[src/rtl/tank_word_reader_pkg.sv]
// Shared definitions for the tank word reader.
// Contents:
//   DEF_WORD_WIDTH / DEF_STORE_LEN / DEF_ADDR_W : default tank geometry
//   rd_state_t and ST_* : read FSM state encodings
//   addr_in_range()      : word address bounds check against the store length
package tank_word_reader_pkg;

    localparam int unsigned DEF_WORD_WIDTH = 18;  // 17 data digits + 1 gap digit
    localparam int unsigned DEF_STORE_LEN  = 32;  // words per tank revolution
    localparam int unsigned DEF_ADDR_W     = 5;

    typedef logic [1:0] rd_state_t;

    localparam rd_state_t ST_IDLE  = 2'd0;
    localparam rd_state_t ST_WAIT  = 2'd1;
    localparam rd_state_t ST_SHIFT = 2'd2;
    localparam rd_state_t ST_HOLD  = 2'd3;

    function automatic logic addr_in_range(input int unsigned addr,
                                           input int unsigned store_len);
        return addr < store_len;
    endfunction

endpackage

[src/rtl/tank_position_counter.sv]
// Digit/word position tracker for a recirculating tank stream.
// Ports:
//   clk, rst      : clock (one digit per cycle), async active-high reset
//   tank_sync     : pulse coincident with digit 0 of word 0
//   digit_cnt     : digit position of the current cycle (0 when tank_sync is high)
//   word_cnt      : word position of the current cycle (0 when tank_sync is high)
//   pos_valid     : position is trustworthy this cycle (synced, or sync arriving now)
//   synced        : registered; counters have been aligned to tank_sync
//   sync_err_now  : combinational; tank_sync arrived while synced but off-position
//   sync_err      : registered one-cycle pulse of sync_err_now
module tank_position_counter
    import tank_word_reader_pkg::*;
#(
    parameter int unsigned WORD_WIDTH = DEF_WORD_WIDTH,
    parameter int unsigned STORE_LEN  = DEF_STORE_LEN,
    parameter int unsigned ADDR_W     = DEF_ADDR_W,
    parameter int unsigned DIGIT_W    = $clog2(WORD_WIDTH)
) (
    input  logic               clk,
    input  logic               rst,
    input  logic               tank_sync,
    output logic [DIGIT_W-1:0] digit_cnt,
    output logic [ADDR_W-1:0]  word_cnt,
    output logic               pos_valid,
    output logic               synced,
    output logic               sync_err_now,
    output logic               sync_err
);

    logic [DIGIT_W-1:0] digit_q, digit_d;
    logic [ADDR_W-1:0]  word_q,  word_d;
    logic               synced_q, synced_d;
    logic               sync_err_q, sync_err_d;

    always_comb begin
        // tank_sync overrides the running count in the very cycle it arrives.
        digit_cnt    = tank_sync ? '0 : digit_q;
        word_cnt     = tank_sync ? '0 : word_q;
        pos_valid    = synced_q | tank_sync;
        sync_err_now = tank_sync && synced_q && ((digit_q != '0) || (word_q != '0));

        if (digit_cnt == DIGIT_W'(WORD_WIDTH - 1)) begin
            digit_d = '0;
            word_d  = (word_cnt == ADDR_W'(STORE_LEN - 1)) ? '0 : word_cnt + ADDR_W'(1);
        end else begin
            digit_d = digit_cnt + DIGIT_W'(1);
            word_d  = word_cnt;
        end

        synced_d   = synced_q | tank_sync;
        sync_err_d = sync_err_now;
    end

    always_ff @(posedge clk or posedge rst) begin
        if (rst) begin
            digit_q    <= '0;
            word_q     <= '0;
            synced_q   <= 1'b0;
            sync_err_q <= 1'b0;
        end else begin
            digit_q    <= digit_d;
            word_q     <= word_d;
            synced_q   <= synced_d;
            sync_err_q <= sync_err_d;
        end
    end

    assign synced   = synced_q;
    assign sync_err = sync_err_q;

endmodule

[src/rtl/tank_word_reader.sv]
// Serial-to-parallel read port on a recirculating delay-line tank (observe only).
// Captures one addressed word per request, LSB (digit 0) first, and hands it over
// through a valid/ready pair.
// Ports:
//   clk, rst            : clock (one digit per cycle), async active-high reset
//   bit_in, tank_sync   : tank monitor tap and word-0/digit-0 marker
//   rd_valid, rd_addr   : read request; accepted when rd_valid && rd_ready
//   rd_ready            : high in IDLE (low until the first clock after reset)
//   out_valid, out_word : captured word, held until out_ready
//   out_ready           : consumer accept
//   synced, sync_err    : position alignment status / off-position sync pulse
//   addr_err            : pulse after accepting an address beyond the store
// WORD_WIDTH must be at least 2.
module tank_word_reader
    import tank_word_reader_pkg::*;
#(
    parameter int unsigned WORD_WIDTH = DEF_WORD_WIDTH,
    parameter int unsigned STORE_LEN  = DEF_STORE_LEN,
    parameter int unsigned ADDR_W     = DEF_ADDR_W
) (
    input  logic                  clk,
    input  logic                  rst,
    input  logic                  bit_in,
    input  logic                  tank_sync,
    input  logic                  rd_valid,
    input  logic [ADDR_W-1:0]     rd_addr,
    output logic                  rd_ready,
    output logic                  out_valid,
    input  logic                  out_ready,
    output logic [WORD_WIDTH-1:0] out_word,
    output logic                  synced,
    output logic                  sync_err,
    output logic                  addr_err
);

    localparam int unsigned DIGIT_W = $clog2(WORD_WIDTH);

    logic [DIGIT_W-1:0] digit_cnt;
    logic [ADDR_W-1:0]  word_cnt;
    logic               pos_valid;
    logic               sync_err_now;

    tank_position_counter #(
        .WORD_WIDTH (WORD_WIDTH),
        .STORE_LEN  (STORE_LEN),
        .ADDR_W     (ADDR_W),
        .DIGIT_W    (DIGIT_W)
    ) u_pos (
        .clk          (clk),
        .rst          (rst),
        .tank_sync    (tank_sync),
        .digit_cnt    (digit_cnt),
        .word_cnt     (word_cnt),
        .pos_valid    (pos_valid),
        .synced       (synced),
        .sync_err_now (sync_err_now),
        .sync_err     (sync_err)
    );

    rd_state_t           state_q, state_d;
    logic [ADDR_W-1:0]   addr_q, addr_d;
    logic [WORD_WIDTH-1:0] shift_q, shift_d;
    logic [WORD_WIDTH-1:0] out_word_q, out_word_d;
    logic [DIGIT_W-1:0]  cnt_q, cnt_d;
    logic                addr_err_q, addr_err_d;
    logic                rdy_en_q;  // keeps rd_ready low until the first clock after reset

    logic                  accept;
    logic                  start_hit;
    logic [WORD_WIDTH-1:0] shifted;

    assign rd_ready  = rdy_en_q && (state_q == ST_IDLE);
    assign accept    = rd_valid && rd_ready;
    assign start_hit = pos_valid && (word_cnt == addr_q) && (digit_cnt == '0);
    // Digits arrive LSB first: insert at the top so digit k ends at bit k.
    assign shifted   = {bit_in, shift_q[WORD_WIDTH-1:1]};

    always_comb begin
        state_d    = state_q;
        addr_d     = addr_q;
        shift_d    = shift_q;
        out_word_d = out_word_q;
        cnt_d      = cnt_q;
        addr_err_d = 1'b0;

        unique case (state_q)
            ST_IDLE: begin
                if (accept) begin
                    addr_d = rd_addr;
                    if (addr_in_range(32'(rd_addr), STORE_LEN)) begin
                        state_d = ST_WAIT;
                    end else begin
                        addr_err_d = 1'b1;
                    end
                end
            end
            ST_WAIT: begin
                // The matching cycle carries digit 0 and counts as the first shift.
                if (start_hit) begin
                    shift_d = shifted;
                    cnt_d   = DIGIT_W'(1);
                    state_d = ST_SHIFT;
                end
            end
            ST_SHIFT: begin
                if (sync_err_now) begin
                    // Realigned mid-capture: the bits so far are suspect, so restart.
                    if (start_hit) begin
                        shift_d = shifted;
                        cnt_d   = DIGIT_W'(1);
                    end else begin
                        state_d = ST_WAIT;
                    end
                end else begin
                    shift_d = shifted;
                    if (cnt_q == DIGIT_W'(WORD_WIDTH - 1)) begin
                        out_word_d = shifted;
                        cnt_d      = '0;
                        state_d    = ST_HOLD;
                    end else begin
                        cnt_d = cnt_q + DIGIT_W'(1);
                    end
                end
            end
            ST_HOLD: begin
                if (out_ready) begin
                    state_d = ST_IDLE;
                end
            end
            default: state_d = ST_IDLE;
        endcase
    end

    always_ff @(posedge clk or posedge rst) begin
        if (rst) begin
            state_q    <= ST_IDLE;
            addr_q     <= '0;
            shift_q    <= '0;
            out_word_q <= '0;
            cnt_q      <= '0;
            addr_err_q <= 1'b0;
            rdy_en_q   <= 1'b0;
        end else begin
            state_q    <= state_d;
            addr_q     <= addr_d;
            shift_q    <= shift_d;
            out_word_q <= out_word_d;
            cnt_q      <= cnt_d;
            addr_err_q <= addr_err_d;
            rdy_en_q   <= 1'b1;
        end
    end

    assign out_valid = (state_q == ST_HOLD);
    assign out_word  = out_word_q;
    assign addr_err  = addr_err_q;

endmodule

[config.mk]
export PLATFORM = sky130hd
export DESIGN_NAME = tank_word_reader
export DESIGN_NICKNAME = d
export VERILOG_FILES = /design/src/rtl/tank_word_reader_pkg.sv /design/src/rtl/tank_position_counter.sv /design/src/rtl/tank_word_reader.sv
export SDC_FILE = /design/constraint.sdc
export NUM_CORES = 1
export LEC_CHECK = 0
export ABC_AREA = 1
export BUFFER_PORTS_ARGS = -buffer_cell sky130_fd_sc_hd__buf_4
export CORE_AREA = 2 2 88 90
export CTS_BUF_LIST = sky130_fd_sc_hd__clkbuf_2 sky130_fd_sc_hd__clkbuf_4 sky130_fd_sc_hd__clkbuf_8
export CTS_CLUSTER_DIAMETER = 60
export DETAILED_ROUTE_END_ITERATION = 16
export DIE_AREA = 0 0 90 92
export SLEW_MARGIN = 10
export SYNTH_ARGS = -nofsm -noshare
export SYNTH_HDL_FRONTEND = slang
export SYNTH_SLANG_ARGS = --single-unit
[constraint.sdc]
create_clock -name clk -period 1.9 [get_ports clk]
set_clock_uncertainty 0.1 [all_clocks]
set_input_delay 0.095 -clock clk [delete_from_list [all_inputs] [get_ports clk]]
set_output_delay 0.095 -clock clk [all_outputs]
set_load 0.05 [all_outputs]
==> impl_results.md <==
* Layout cell share with drive strength beyond 1 at 0.2500
* Ranking of synthesized cells by area: dfrtp_1 (53%), nand2_1 (9.6%), inv_1 (5.9%)
* Synth top cells by count: nand2_1 (73), dfrtp_1 (60), inv_1 (45)
* Vias at 2,158
* Final wirelength at 5370 um
* Synthesis-stage register bit count at 60
* EDFF count, synth at 0
* R2R Setup Slk at 0.18 ns
* Largest net degree at the start of global routing at 41
* CTS Buf Count at 9
* CP max-delay cell: dfrtp_1
* VDD IR-drop max at 0.5162 mV
* Routability cong. at 0.8398
* Final #Nets at 397
* CTS tree: yes
* Most common flop cell mapped by yosys: dfrtp_1
* Average wire per standard cell at 11.14 um
* WP buf/inv at 1
* Vias per std cell at 4.477
* Crit Path Class: flip-flop to flip-flop
* Syn avg cell area at 8.868 um2
* Total grt overflow at 0
* Fmax at 581.3 MHz
* First-pass GRT wire length at 9770 um
* Cell Chain, Critical Path: nand2_1 -> ha_1 -> nand2_1 -> nor2_2 -> nand3_2 -> nor2_4 -> o21ai_4 -> buf_12 -> nand2_1 -> o21ai_1
* Worst Path Max Fanout at 17
* Drt pass-1 iters at 4
* Post-route insts no fill at 482
* Max-slew violations at 0
* Die width at 90 um
* Number of diodes at 0
* Outcome: finished clean
* Deepest clock path buffer count at 2
* Register area share after synthesis at 0.5275
* Worst-Skew Late Latency at 0.34 ns
* Fillers at 738
* Fraction of registers with async set/reset at 1.000
* Syn. warnings at 0
* Maxcap violations at 0
* DP HPWL at 3779 um
* Crit-path leading delay family: simple AND/OR/NAND/NOR gates
* Max incr delay on CP at 0.40 ns
* Antenna viol nets, final at 0
* Starting Density at 0.3822
* Number of setup violations in the final report at 0
* Yosys cell types at 28
* Critical Path End Type: flip-flop
* Unrepaired setup endpoints after global routing: true
* Most used cell, CP: nand2_1
* Root buf cell: clkbuf_8
* Yosys top cell by area: dfrtp_1
* Total power at 3630 uW
* Vias in the first global route at 2,138
* Area Overhead vs Synth at 25.63%
* Placed Cells at 454
* Type of the worst min-delay path: input pin to flip-flop
* P_leak at 0.001776 uW
* Count leader, synth: nand2_1
* I/O Buffers at 32
* Die area at 8280 um2
* Crit path DAT at 1.84 ns
* Synthesized instance count at 321
* GR Util All Layers at 0.1463
* Tcrit/Tclk final at 0.9055
* Synth Cell Area at 2846 um2
* Die Y at 92 um
* # DRC at 0
* Pwr/cell area at 1015 nW/um2
* Core ar. at 7447 um2
* Initial DRC count at 91
* Crit path required time at 2.02 ns
* Syn nets at 343
* Reg clk slew, reported paths at 0.08 ns
* Std-Cell Rows at 32
* Initial antenna violation count at 0
* Fin crit period at 1.720 ns
* IO Pins at 34
* Share of Yosys cell area claimed by the top area cell type at 0.5275
* Max H-tree Level at 3
* Final Hold Vio Count at 0
* CP startpoint kind: flip-flop
* Clock sinks at 60
## per-layer routing
metal	routed length, um	GRT usage	part of all wire
met1	2809	0.2132	0.52
met2	2240	0.2080	0.42
met3	221	0.03122	0.041
met4	100	0.06795	0.019
met5	0	0	0
## path summary, 6_finish.rpt
| kind | start | end | cells after the start |
|---|---|---|---|
| worst max-delay path | u_pos.digit_q[1] | shift_q[16] | 10 |
| worst min-delay path | tank_sync | u_pos.word_q[2] | 4 |
| worst max register to register | u_pos.digit_q[1] | shift_q[16] | 10 |
| worst min register to register | out_word[4] | out_word[4] | 2 |
| max in group asynchronous | rst | out_word[0] | 4 |
| min in group asynchronous | rst | u_pos.sync_err | 3 |
## what timing repair did
item,4_1_cts,5_1_grt
setup buffers,0,2
resized for setup,0,5
hold buffers,10,0
endpoints found under the setup margin,0,28
endpoints found under the hold margin,31,0
## placed cells by master (no fill, tap or decap), types with 2 or more instances in the layout
master / n
dfrtp_1: 60
clkinvlp_4: 2
xnor2_1: 2
clkinv_2: 2
nand2_1: 73
o21ai_2: 10
nor2_1: 17
inv_1: 44
ha_1: 11
clkinv_4: 2
buf_4: 39
conb_1: 2
dlygate4sd3_1: 9
o21ai_0: 27
clkbuf_8: 9
nand3_1: 14
buf_12: 4
nor3_1: 3
xor2_1: 3
o22ai_1: 3
nand2_2: 13
nand3b_1: 2
a21oi_1: 6
o21ai_1: 7
inv_2: 3
nor2_2: 3
## registers in the layout (all words and copies together), names as in the netlist
| signal | cells |
|---|---|
| u_pos.synced | 1 |
| state_q | 2 |
| addr_q | 5 |
| u_pos.digit_q | 5 |
| shift_q | 17 |
| out_word | 18 |
| u_pos.sync_err | 1 |
| u_pos.word_q | 5 |
| cnt_q | 5 |
| rdy_en_q | 1 |
## report_power, final
| group | switching [uW] | leakage (uW) | internal, uW |
|---|---|---|---|
| Sequential | 135 | 0.000803 | 1460 |
| Clock | 536 | 0.0000856 | 476 |
| Combinational | 626 | 0.000888 | 402 |
| Total | 1300 | 0.00178 | 2330 |
## cells by family after synthesis
family / synth area share
xor gates and xnor gates: 0.01539
muxes: 0.003956
and+or+nand+nor: 0.2004
AOI/OAI and AO/OA: 0.1152
buffers and inverters: 0.08659
other: 0.002638
DFF: 0.5275
adders and majority gates: 0.04835
## worst register-to-register path, cell delays in order (launching register included)
cell	delay, ns
dfrtp_1	0.40
nand2_1	0.12
ha_1	0.16
nand2_1	0.06
nor2_2	0.10
nand3_2	0.10
nor2_4	0.16
o21ai_4	0.11
buf_12	0.18
nand2_1	0.06
o21ai_1	0.07
## cell type report
cell class	count	area [um2]	share of cell area
multi-input cells	204	1120	0.3132
inverters	47	176.4	0.04934
well taps	102	127.6	0.03569
clock inverters	7	51.30	0.01435
repair buffers	53	475.5	0.1330
clock buffers	9	123.9	0.03464
flip-flops and latches	60	1501	0.4199
## per-stage QoR
step                       TNS [ns]    util  instance area [um2]  setup WS (ns)  hold WS, ns
after detailed placement          0  0.4390                 3269        0.08278      0.05038
after floorplan                   0       -                 2846         0.1092       0.1095
after CTS                         0  0.4760                 3545       0.009116      0.05773
final                             0  0.4802                 3576         0.1796      0.06898
after global placement            0  0.4390                 3269         0.1171      0.05280
after global routing      -0.002833  0.4802                 3576      -0.002692       0.1228
No activity file was read; power rests on OpenSTA's default activity.
